$ cat config.mk
export PLATFORM = sky130hd
export DESIGN_NAME = queen_solver_ctrl
export DESIGN_NICKNAME = d
export VERILOG_FILES = /design/src/rtl/queen_solver_ctrl.sv
export SDC_FILE = /design/constraint.sdc
export NUM_CORES = 1
export LEC_CHECK = 0
export CORE_AREA = 4 4 85 147
export CTS_CLUSTER_SIZE = 20
export DETAILED_ROUTE_END_ITERATION = 16
export DIE_AREA = 0 0 89 151
export GPL_TIMING_DRIVEN = 0
export HOLD_SLACK_MARGIN = 0.02
export MAX_ROUTING_LAYER = met4
export PLACE_DENSITY = 0.66
export SYNTH_ARGS = -nofsm -noshare
export SYNTH_HDL_FRONTEND = slang
export SYNTH_SLANG_ARGS = --single-unit
$ cat constraint.sdc
create_clock -name clk_i -period 8.2 [get_ports clk_i]
set_input_delay 1.64 -clock clk_i [delete_from_list [all_inputs] [get_ports clk_i]]
set_output_delay 1.64 -clock clk_i [all_outputs]
set_load 0.01 [all_outputs]
$ cat src/rtl/queen_solver_ctrl.sv
// Backtracking sequencer for the 8-queens problem: one candidate per cycle, push/pop per column.
// Optional step counter enabled by defining QUEEN_STEP_COUNT_EN.
module queen_solver_ctrl (
    input  logic        clk_i,
    input  logic        rst_i,
    input  logic        start_i,
    input  logic        next_i,
    output logic        busy_o,
    output logic        found_o,
    output logic        done_o,
    output logic [23:0] positions_o,
    output logic [6:0]  sol_count_o,
    output logic [15:0] step_count_o
);

    typedef enum logic [2:0] {StIdle, StTry, StPop, StSolved, StDone} state_e;

    state_e           state_q, state_d;
    logic [3:0]       d_q, d_d;
    logic [2:0]       r_q, r_d;
    logic [7:0][2:0]  pos_q, pos_d;
    logic [7:0]       row_used_q, row_used_d;
    logic [14:0]      diag_q, diag_d;
    logic [14:0]      anti_q, anti_d;
    logic [6:0]       sol_q, sol_d;

    function automatic logic [7:0] dec3to8(input logic [2:0] sel, input logic en);
        return en ? (8'd1 << sel) : 8'd0;
    endfunction

    function automatic logic [14:0] dec4to15(input logic [3:0] idx);
        logic [15:0] t;
        t = 16'd1 << idx;
        return t[14:0];
    endfunction

    logic        launch;
    logic        conflict;
    logic [3:0]  d_m1;
    logic [2:0]  pop_row;
    logic [7:0]  try_row_oh, pop_row_oh;
    logic [14:0] try_diag_oh, try_anti_oh, pop_diag_oh, pop_anti_oh;

    assign launch      = start_i && (state_q == StIdle || state_q == StDone);
    assign d_m1        = d_q - 4'd1;
    assign pop_row     = pos_q[d_m1[2:0]];
    assign try_row_oh  = dec3to8(r_q, 1'b1);
    assign pop_row_oh  = dec3to8(pop_row, 1'b1);
    // Diagonal indices stay within 0..14 in 4-bit arithmetic while d <= 7.
    assign try_diag_oh = dec4to15(d_q + {1'b0, r_q});
    assign try_anti_oh = dec4to15(d_q - {1'b0, r_q} + 4'd7);
    assign pop_diag_oh = dec4to15(d_m1 + {1'b0, pop_row});
    assign pop_anti_oh = dec4to15(d_m1 - {1'b0, pop_row} + 4'd7);
    assign conflict    = (|(try_row_oh & row_used_q)) | (|(try_diag_oh & diag_q))
                       | (|(try_anti_oh & anti_q));

    always_comb begin
        state_d    = state_q;
        d_d        = d_q;
        r_d        = r_q;
        pos_d      = pos_q;
        row_used_d = row_used_q;
        diag_d     = diag_q;
        anti_d     = anti_q;
        sol_d      = sol_q;
        unique case (state_q)
            StTry: begin
                if (!conflict) begin
                    pos_d[d_q[2:0]] = r_q;
                    row_used_d      = row_used_q | try_row_oh;
                    diag_d          = diag_q | try_diag_oh;
                    anti_d          = anti_q | try_anti_oh;
                    d_d             = d_q + 4'd1;
                    r_d             = 3'd0;
                    if (d_q == 4'd7) begin
                        state_d = StSolved;
                        sol_d   = sol_q + 7'd1;
                    end
                end else if (r_q != 3'd7) begin
                    r_d = r_q + 3'd1;
                end else begin
                    state_d = StPop;
                end
            end
            StPop: begin
                if (d_q == 4'd0) begin
                    state_d = StDone;
                end else begin
                    d_d        = d_m1;
                    row_used_d = row_used_q & ~pop_row_oh;
                    diag_d     = diag_q & ~pop_diag_oh;
                    anti_d     = anti_q & ~pop_anti_oh;
                    if (pop_row != 3'd7) begin
                        r_d     = pop_row + 3'd1;
                        state_d = StTry;
                    end
                end
            end
            StSolved: begin
                if (next_i) state_d = StPop;
            end
            default: ;
        endcase
        if (launch) begin
            state_d    = StTry;
            d_d        = 4'd0;
            r_d        = 3'd0;
            row_used_d = '0;
            diag_d     = '0;
            anti_d     = '0;
            sol_d      = '0;
        end
    end

    always_ff @(posedge clk_i) begin
        if (rst_i) begin
            state_q    <= StIdle;
            d_q        <= '0;
            r_q        <= '0;
            pos_q      <= '0;
            row_used_q <= '0;
            diag_q     <= '0;
            anti_q     <= '0;
            sol_q      <= '0;
        end else begin
            state_q    <= state_d;
            d_q        <= d_d;
            r_q        <= r_d;
            pos_q      <= pos_d;
            row_used_q <= row_used_d;
            diag_q     <= diag_d;
            anti_q     <= anti_d;
            sol_q      <= sol_d;
        end
    end

`ifdef QUEEN_STEP_COUNT_EN
    logic [15:0] step_q, step_d;

    always_comb begin
        step_d = step_q;
        if (launch) begin
            step_d = '0;
        end else if (state_q == StTry && step_q != 16'hFFFF) begin
            step_d = step_q + 16'd1;
        end
    end

    always_ff @(posedge clk_i) begin
        if (rst_i) step_q <= '0;
        else       step_q <= step_d;
    end

    assign step_count_o = step_q;
`else
    assign step_count_o = '0;
`endif

    assign busy_o      = (state_q == StTry) || (state_q == StPop);
    assign found_o     = (state_q == StSolved);
    assign done_o      = (state_q == StDone);
    assign positions_o = pos_q;
    assign sol_count_o = sol_q;

endmodule

==> flow_metrics.env <==
export IMPL_nNetsFinal=670
export IMPL_cts_resized=0
export IMPL_drt_iter0_markers=270
export IMPL_powerDensity_mw_per_mm2=319
export IMPL_die_x_um=89
export IMPL_setup_tns_ns=0
export IMPL_end_kind="flip-flop"
export IMPL_hold_end="row_used_q[3]"
export IMPL_drt_total_wl_mm=15.9
export IMPL_die_area_mm2=0.0134
export IMPL_core_mm2=0.0114
export IMPL_cp_start_kind="flip-flop"
export IMPL_overflow=0
export IMPL_met1_usage_pct=25.3
export IMPL_grt_pass1_vias=4819
export IMPL_max_freq_mhz=186
export IMPL_status="finished, final reports clean"
export IMPL_grt_busiest_layer="met2"
export IMPL_post_cts_repair_setup_buffers=0
export IMPL_die_h_um=151
export IMPL_drt_antenna_violating_nets=0
export IMPL_cts_buffers=9
export IMPL_maxCapViolations=0
export IMPL_tritoncts="built"
export IMPL_grt_util_met3_pct=3.86
export IMPL_arrival_ns=5.58
export IMPL_cts_max_level=3
export IMPL_holdWs_ns=0.467
export IMPL_postSynthAreaPerCell_um2=9.04
export IMPL_netlist_area_mm2=0.00514
export IMPL_rsz0062_at_grt="no"
export IMPL_layout_drive_gt1_share_pct=13.1
export IMPL_antenna_found_initial=0
export IMPL_hp_class="flip-flop to flip-flop"
export IMPL_start_util_pct=45.1
export IMPL_max_slew_margin_rel_pct=11.0
export IMPL_yosysWarnings=0
export IMPL_grtUsageTotal_pct=25.4
export IMPL_grt_max_degree=13
export IMPL_vias_per_cell=6.10
export IMPL_cts_root_buf="clkbuf_16"
export IMPL_areaGrowthSynthToFinish_pct=17.7
export IMPL_numPortBuffers=37
export IMPL_drv_slew=0
export IMPL_drc=0
export IMPL_antenna_cells=0
export IMPL_wl_per_cell_um=20.7
export IMPL_min_delay_path_depth=2
export IMPL_async_flop_share_pct=0
export IMPL_cp_required_ns=8.41
export IMPL_synth_edf_count=0
export IMPL_clockBufferDepth=2
export IMPL_total_power_uw=1930
export IMPL_worstRegToRegCells=15
export IMPL_path_clk_slew_ns=0.06
export IMPL_cts_hold_buf=0
export IMPL_seq_area_frac_synth_pct=30.8
export IMPL_final_hold_viol_count=0
export IMPL_place_gp_congestion=0.997
export IMPL_r2r_end="diag_q[8]"
export IMPL_layout_common_cells="dfxtp_1, nand2_1, clkdlybuf4s50_1"
export IMPL_ys_flop_type="dfxtp_1"
export IMPL_peakVddDrop_mv=0.146
export IMPL_hpwl_mm=12.2
export IMPL_drtPass1Iterations=5
export IMPL_clock_sinks=79
export IMPL_fillers=1060
export IMPL_tightest_slew_ns=1.33
export IMPL_setup_viol=0
export IMPL_hp_start="row_used_q[3]"
export IMPL_rr_startpoint="d_q[0]"
export IMPL_clock_latency_ns=0.35
export IMPL_vias=4696
export IMPL_postSynthCellCount=568
export IMPL_ys_types=77
export IMPL_final_common_cell="dfxtp_1"
export IMPL_fin_skew_ns=0.00474
export IMPL_reg2reg_slack_ns=2.83
export IMPL_criticalPathCategory="flip-flop to flip-flop"
export IMPL_p_leak_uw=0.00230
export IMPL_grt_pass1_wl_mm=24.9
export IMPL_met2_usage_pct=44.9
export IMPL_rows=52
export IMPL_layout_worst_path_cycle_share_pct=65.5
export IMPL_crit_fanout=10
export IMPL_ioPinCount=54
export IMPL_fin_crit_ns=5.37
export IMPL_synth_seq_cells=79
[Yosys cell counts (all sizes together) (7+ instances only)]
cell type,number,area (um^2)
clkbuf,12,65.1
or3,8,51.3
nor3,13,70.1
a21oi,28,140
xnor2,7,61.3
ha,31,388
nand2b,31,194
mux2i,28,280
o21ai,13,65.1
inv,23,86.3
a211oi,19,143
nor2,37,146
nand3,14,82.6
nor2b,9,56.3
a41oi,8,70.1
dfxtp,79,1580
nand2,37,139
buf,36,258
a31oi,23,144
a311oi,13,114
[state kept, by name, summed over array words and instances (netlist names)]
register	flops
positions_o	24
r_q	3
anti_q	15
state_q	3
sol_count_o	7
row_used_q	8
diag_q	15
d_q	4
[layer usage]
layer	vias to the layer above	routed length [um]	share of wire (%)
li1	2192	-	-
met5	-	0	0
met1	2221	5640	35
met3	75	776	4.9
met2	208	8540	54
met4	0	962	6.0
[power breakdown]
| part | leakage, uW | switching (uW) | internal [uW] |
|---|---|---|---|
| combinational | 0.00150 | 705 | 353 |
| clock | 0.000155 | 160 | 272 |
| sequential | 0.000637 | 29.4 | 409 |
| total | 0.00230 | 894 | 1030 |
[worst max-delay path by stage]
stage,endpoint,depth (start not counted),from
after floorplan,anti_q[10],15,d_q[0]
after global placement,diag_q[8],15,d_q[0]
after detailed placement,diag_q[8],15,d_q[0]
after CTS,diag_q[8],15,d_q[0]
after global routing,diag_q[8],15,d_q[0]
final,diag_q[8],15,d_q[0]
[worst max-delay path, stage by stage (launching register included)]
cell,delay (ns)
dfxtp_1,0.46
buf_1,0.58
inv_1,0.29
ha_1,0.41
clkbuf_1,0.49
mux4_2,0.44
mux2i_1,0.48
inv_1,0.19
ha_1,0.23
a21oi_1,0.11
nor2_1,0.05
nor2_1,0.11
xor2_1,0.71
nor2b_1,0.43
nor2b_1,0.19
nor3_1,0.05
[area by class of cell]
type | count | area (um^2) | share of cell area (%)
plain buffers | 48 | 323 | 5.34
clock buffers | 11 | 243 | 4.02
clock inverters | 4 | 70.1 | 1.16
inverters | 23 | 86.3 | 1.43
multi-input cells | 433 | 3200 | 53.0
flip-flops and latches | 79 | 1580 | 26.2
well taps | 135 | 169 | 2.79
repair buffers | 37 | 370 | 6.13
[through the flow]
stage	area, um^2	utilization (%)	std cells	worst slack [ns]
2_1_floorplan	5190	-	583	4.09
3_3_place_gp	5730	50.3	755	2.89
3_5_place_dp	5730	50.3	755	2.85
4_1_cts	6040	53.1	770	2.84
5_1_grt	6040	53.1	770	2.34
6_report	6040	53.1	770	2.83
[cell families after synthesis]
| family | share of synthesized area [%] |
|---|---|
| mux | 9.26 |
| fa+ha+maj | 9.11 |
| buf+inv | 7.97 |
| compound gates | 20.0 |
| other cells | 0.0730 |
| flops | 30.8 |
| simple gates | 20.3 |
| xor+xnor | 2.51 |
No activity file was read; power rests on OpenSTA's default activity.
==> RTL change 1 (same settings) <==
Register the inputs `start_i` and `next_i` before use, without a reset. The logic sees them one clock later.
--- a/src/rtl/queen_solver_ctrl.sv
+++ b/src/rtl/queen_solver_ctrl.sv
@@ -14,6 +14,14 @@
 );
 
     typedef enum logic [2:0] {StIdle, StTry, StPop, StSolved, StDone} state_e;
+
+    logic start_q;
+    logic next_q;
+
+    always_ff @(posedge clk_i) begin
+        start_q <= start_i;
+        next_q  <= next_i;
+    end
 
     state_e           state_q, state_d;
     logic [3:0]       d_q, d_d;
@@ -41,7 +49,7 @@
     logic [7:0]  try_row_oh, pop_row_oh;
     logic [14:0] try_diag_oh, try_anti_oh, pop_diag_oh, pop_anti_oh;
 
-    assign launch      = start_i && (state_q == StIdle || state_q == StDone);
+    assign launch      = start_q && (state_q == StIdle || state_q == StDone);
     assign d_m1        = d_q - 4'd1;
     assign pop_row     = pos_q[d_m1[2:0]];
     assign try_row_oh  = dec3to8(r_q, 1'b1);
@@ -97,7 +105,7 @@
                 end
             end
             StSolved: begin
-                if (next_i) state_d = StPop;
+                if (next_q) state_d = StPop;
             end
             default: ;
         endcase
Function: changed (Yosys sat finds a counterexample within 4 cycles, from zero or initial values and one cycle with rst_i high).
==> RTL change 1 against the unedited design <==
Synthesized area fell by 0.54%. Global-route usage rose by 0.19 points. First-iteration DRC count rose by 11%. Worst hold slack got worse by 0.0013 ns. Cell count did not move. Final area fell by 0.93%. Count of clock-buffer cells in the layout fell by 2. Die area did not move. Total power rose by 6.2%. Sequential cell count rose by 2. Routed wire length fell by 1.0%. Setup slack got worse by 0.0020 ns. Clock skew rose by 0.0031 ns. Critical path type unchanged.
==> RTL change 1: results (changes against the unedited design) <==
Hold Path Sink -> row_used_q[7]
met3 WL -> 639 um (-18%)
status -> complete, no violations
min-delay src -> row_used_q[7]
clk sinks -> 81 (+2.5%)
area of the multi-input gates -> 3173 um2 (-0.90%)
met1 Use GR -> 24.77% (-0.53 points)
Adder-Cell Fraction of Synth Area -> 9.160% (+0.049 points)
WP data arrival -> 5.61 ns (+0.03 ns)
M3 GR Usage -> 4.246% (+0.38 points)
Detail Placement HPWL -> 12.37 mm (+1.6%)
Signal inverters -> 26 (+13%)
post-synthesis sequential area ratio -> 31.74% (+0.95 points)
fraction of area in non-clock buffers -> 10.74% (-0.73 points)
Final clock-cell share -> 4.743% (-0.43 points)
Yosys cell types -> 63 (-18%)
Slew @ Worst Pin -> 0.9845 ns (-0.3407 ns)
wl on met1 -> 5.538 mm (-1.7%)
commonest cells in the synthesized netlist -> dfxtp_1 (81), nand2_1 (38), ha_1 (31), nor2_1 (31), a21oi_1 (30)
Buffers excl. clock -> 90 (+5.9%)
Sw Share -> 50.13% (+3.8 points)
RR Endpoint -> anti_q[10]
TritonRoute pass-1 iters -> 7 (+2)
Compound-Gate Fraction of Synth Area -> 18.17% (-1.9 points)
top cells by area, synth -> dfxtp_1 (32%), ha_1 (7.6%), o221a_2 (6.4%), mux2i_1 (5.5%), nand2b_1 (3.6%)
vias in the first global route -> 4838 (+0.39%)
largest net degree at the start of global routing -> 14 (+1)
Synth Area in XOR/XNOR -> 2.964% (+0.45 points)
DR iter-0 viols -> 301 (+11%)
fraction of area in registers -> 27.08% (+0.91 points)
[RTL change 1: cell types whose count changed after synthesis, moves of 8 or more]
| cell | change |
|---|---|
| a211oi_1 | -17 |
| a311oi_1 | -13 |
| a31oi_1 | -18 |
| clkbuf_1 | +19 |
| nand3_1 | +8 |
| nor4_1 | +18 |
| o21ai_0 | +10 |
| o221a_2 | +26 |
[RTL change 1: power groups by stage]
stage	clock network, mW	registers, mW	logic, mW
after floorplan	0	0.462	0.813
after global placement	0	0.472	1.15
after detailed placement	0	0.472	1.16
after CTS	0.399	0.464	1.17
after global routing	0.415	0.470	1.28
final	0.396	0.465	1.19
[RTL change 1: critical path: stages, from the launching register on]
cell and delay [ns]:
dfxtp_1 0.53, buf_1 0.59, inv_1 0.36, ha_1 0.43, clkbuf_1 0.45, mux4_2 0.39, mux2i_1 0.61, ha_1 0.25
ha_1 0.16, inv_1 0.05, fa_1 0.36, xor2_1 0.16, xnor2_1 0.17, or3_1 0.44, o221a_2 0.32
[RTL change 1: metrics by stage]
step | instance area, um2 | setup slack, ns | instances | hold slack (ns)
2_1_floorplan | 5165 | 3.967 | 584 | 0.4357
3_3_place_gp | 5704 | 2.828 | 756 | 0.4498
3_5_place_dp | 5704 | 2.840 | 756 | 0.4582
4_1_cts | 5988 | 2.805 | 770 | 0.4664
5_1_grt | 5988 | 2.475 | 770 | 0.4902
6_report | 5988 | 2.827 | 770 | 0.4655
[RTL change 1: how the worst max path moves through the flow]
stage / startpoint / endpoint / cells past startpoint
6_report: d_q[0] / anti_q[10] / 14
3_3_place_gp: d_q[0] / anti_q[10] / 14
4_1_cts: d_q[0] / anti_q[10] / 14
5_1_grt: d_q[0] / anti_q[12] / 14
2_1_floorplan: d_q[0] / anti_q[10] / 15
3_5_place_dp: d_q[0] / anti_q[10] / 14
==> RTL change 2 (same settings) <==
Without the edit above. Build with the macro `QUEEN_STEP_COUNT_EN` defined.
--- a/src/rtl/queen_solver_ctrl.sv
+++ b/src/rtl/queen_solver_ctrl.sv
@@ -1,5 +1,7 @@
 // Backtracking sequencer for the 8-queens problem: one candidate per cycle, push/pop per column.
 // Optional step counter enabled by defining QUEEN_STEP_COUNT_EN.
+`define QUEEN_STEP_COUNT_EN
+
 module queen_solver_ctrl (
     input  logic        clk_i,
     input  logic        rst_i,
Function: changed (Yosys sat finds a counterexample within 4 cycles, from zero or initial values and one cycle with rst_i high).
==> RTL change 2 against the unedited design <==
Sequential cell count up 16. Final area up 9.3%. Total power up 6.5%. Clock power up 13%. Setup slack better by 0.015 ns. Clock skew up 0.0020 ns. First-iteration DRC count up 10%. Synthesized area up 8.3%. Routed wire length up 0.58%. Count of clock-buffer cells in the layout down 2. Critical endpoint is now anti_q[1]. Largest power group unchanged. Highest routed layer unchanged.
==> RTL change 2: results (changes against the unedited design) <==
TritonRoute pass-1 iters -> 5 (unchanged)
CP max stage delay -> 0.49 ns (-0.22 ns)
Yosys cell types -> 63 (-18%)
post-synthesis sequential area ratio -> 34.18% (+3.4 points)
Worst path top cell family by delay -> buffers and inverters
Nets -> 713 (+6.4%)
comb pwr -> 1.04 mW
Leak -> 2.487 nW (+8.3%)
critical path capture point -> anti_q[1]
Hold Path Sink -> positions_o[0]
setup repair bufs after CTS -> 0 (unchanged)
largest net degree at the start of global routing -> 17 (+4)
Hold Path Class -> flip-flop to flip-flop
worst setup path class -> flip-flop to flip-flop
final WL -> 16.00 mm (+0.58%)
WHS -> 0.4866 ns (+0.01983 ns)
Slew @ Worst Pin -> 0.7179 ns (-0.6073 ns)
status -> complete, no violations
DR iter-0 viols -> 298 (+10%)
first-pass GRT wire length -> 25.69 mm (+3.0%)
min-delay src -> positions_o[0]
Async SR Flop Fraction -> 0% (unchanged)
Sw Share -> 44.68% (-1.7 points)
commonest cells in the synthesized netlist -> dfxtp_1 (95), nor2_1 (44), nand2_1 (37)
seq pwr -> 523 uW (+19%)
Register-to-Register Setup Slack -> 2.84 ns (+0.02 ns)
vias in the first global route -> 5072 (+5.3%)
top cells by area, synth -> dfxtp_1 (34%), ha_1 (6.7%), mux2i_1 (5.9%), o221a_2 (3.6%), nand2b_1 (3.4%)
Post-DRT Antenna Nets -> 0 (unchanged)
Antenna Cells -> 0 (unchanged)
Buffers on Ports -> 53 (+43%)
WHS Path Cells -> 2 (unchanged)
reg2reg start -> d_q[0]
Clk pin slew, worst setup/hold paths -> 0.07 ns
gpl congestion -> 0.9072 (-9.0%)
initial antenna violation count -> 0 (unchanged)
clk_lat worst skew -> 0.35 ns (about the same)
GRT Total Usage -> 25.53% (+0.17 points)
CTS Buf Count -> 9 (unchanged)
fill count -> 1017 (-4.1%)
syn_nets -> 649
CTS Buffer Depth -> 2 (unchanged)
worst clock skew -> 0.006754 ns (+0.002012 ns)
Detail Placement HPWL -> 12.06 mm (-0.99%)
WP data arrival -> 5.60 ns (+0.02 ns)
share of cells above drive strength 1 -> 9.426% (-3.6 points)
max reg flops -> 24 (unchanged)
H-tree lvl count -> 3 (unchanged)
Crit-path slowest cell -> clkbuf_1
YS warnings -> 0 (unchanged)
clk root buf -> clkbuf_16
via/cell ratio -> 6.192 (+1.5%)
post-cts gate resize count -> 0 (unchanged)
CP max FO -> 10 (unchanged)
Peak VDD IR -> 201.3 uV (+38%)
Reg2Reg Depth -> 16 (+1)
## RTL change 2: cell types whose count changed in the layout (fill, tap and decap cells not counted), sizes merged, moves of 7 or more
cell,change
buf,-28
nor2,+7
a211oi,-9
conb,-16
dfxtp,+16
a31oi,-9
xor2,+8
clkdlybuf4s50,+16
o221a,+15
clkbuf,+13
o21ai,+11
nor3,+8
a311oi,-9
## RTL change 2: metal layers
| layer | routed length (um) | part of all wire, % | vias up | track usage, % |
|---|---|---|---|---|
| met1 | 6255 | 39 | 2425 | 27.92 |
| li1 | - | - | 2371 | - |
| met3 | 528 | 3.3 | 67 | 2.994 |
| met4 | 915 | 5.7 | 0 | 16.62 |
| met5 | 0 | 0 | - | - |
| met2 | 8303 | 52 | 177 | 42.78 |
## RTL change 2: per-stage QoR
stage / cells / instance area, um2 / setup WS, ns / power (mW)
6_report: 814 / 6604 / 2.844 / 2.053
5_1_grt: 814 / 6604 / 2.499 / 2.165
4_1_cts: 814 / 6604 / 2.817 / 2.045
3_5_place_dp: 799 / 6264 / 2.851 / 1.551
3_3_place_gp: 799 / 6264 / 2.940 / 1.538
2_1_floorplan: 611 / 5564 / 4.084 / 1.256
## RTL change 2: cell families (layout without fill, tap and decap cells)
| logic type | count (synthesis) | after routing | share of synthesized area [%] |
|---|---|---|---|
| flops | 95 | 95 | 34.18 |
| simple gates | 214 | 214 | 20.51 |
| compound gates | 138 | 138 | 18.30 |
| buf+inv | 60 | 128 | 4.452 |
| fa+ha+maj | 34 | 34 | 8.185 |
| mux | 46 | 46 | 10.19 |
| xor+xnor | 24 | 24 | 4.183 |
## RTL change 2: layout make-up
class	instances	share of cell area, %
buffer	35	2.330
clock buffer	9	3.410
clock inverter	6	1.743
inverter	25	1.421
multi-input combinational	456	51.71
sequential	95	28.80
tap	135	2.558
timing repair buffer	53	8.033
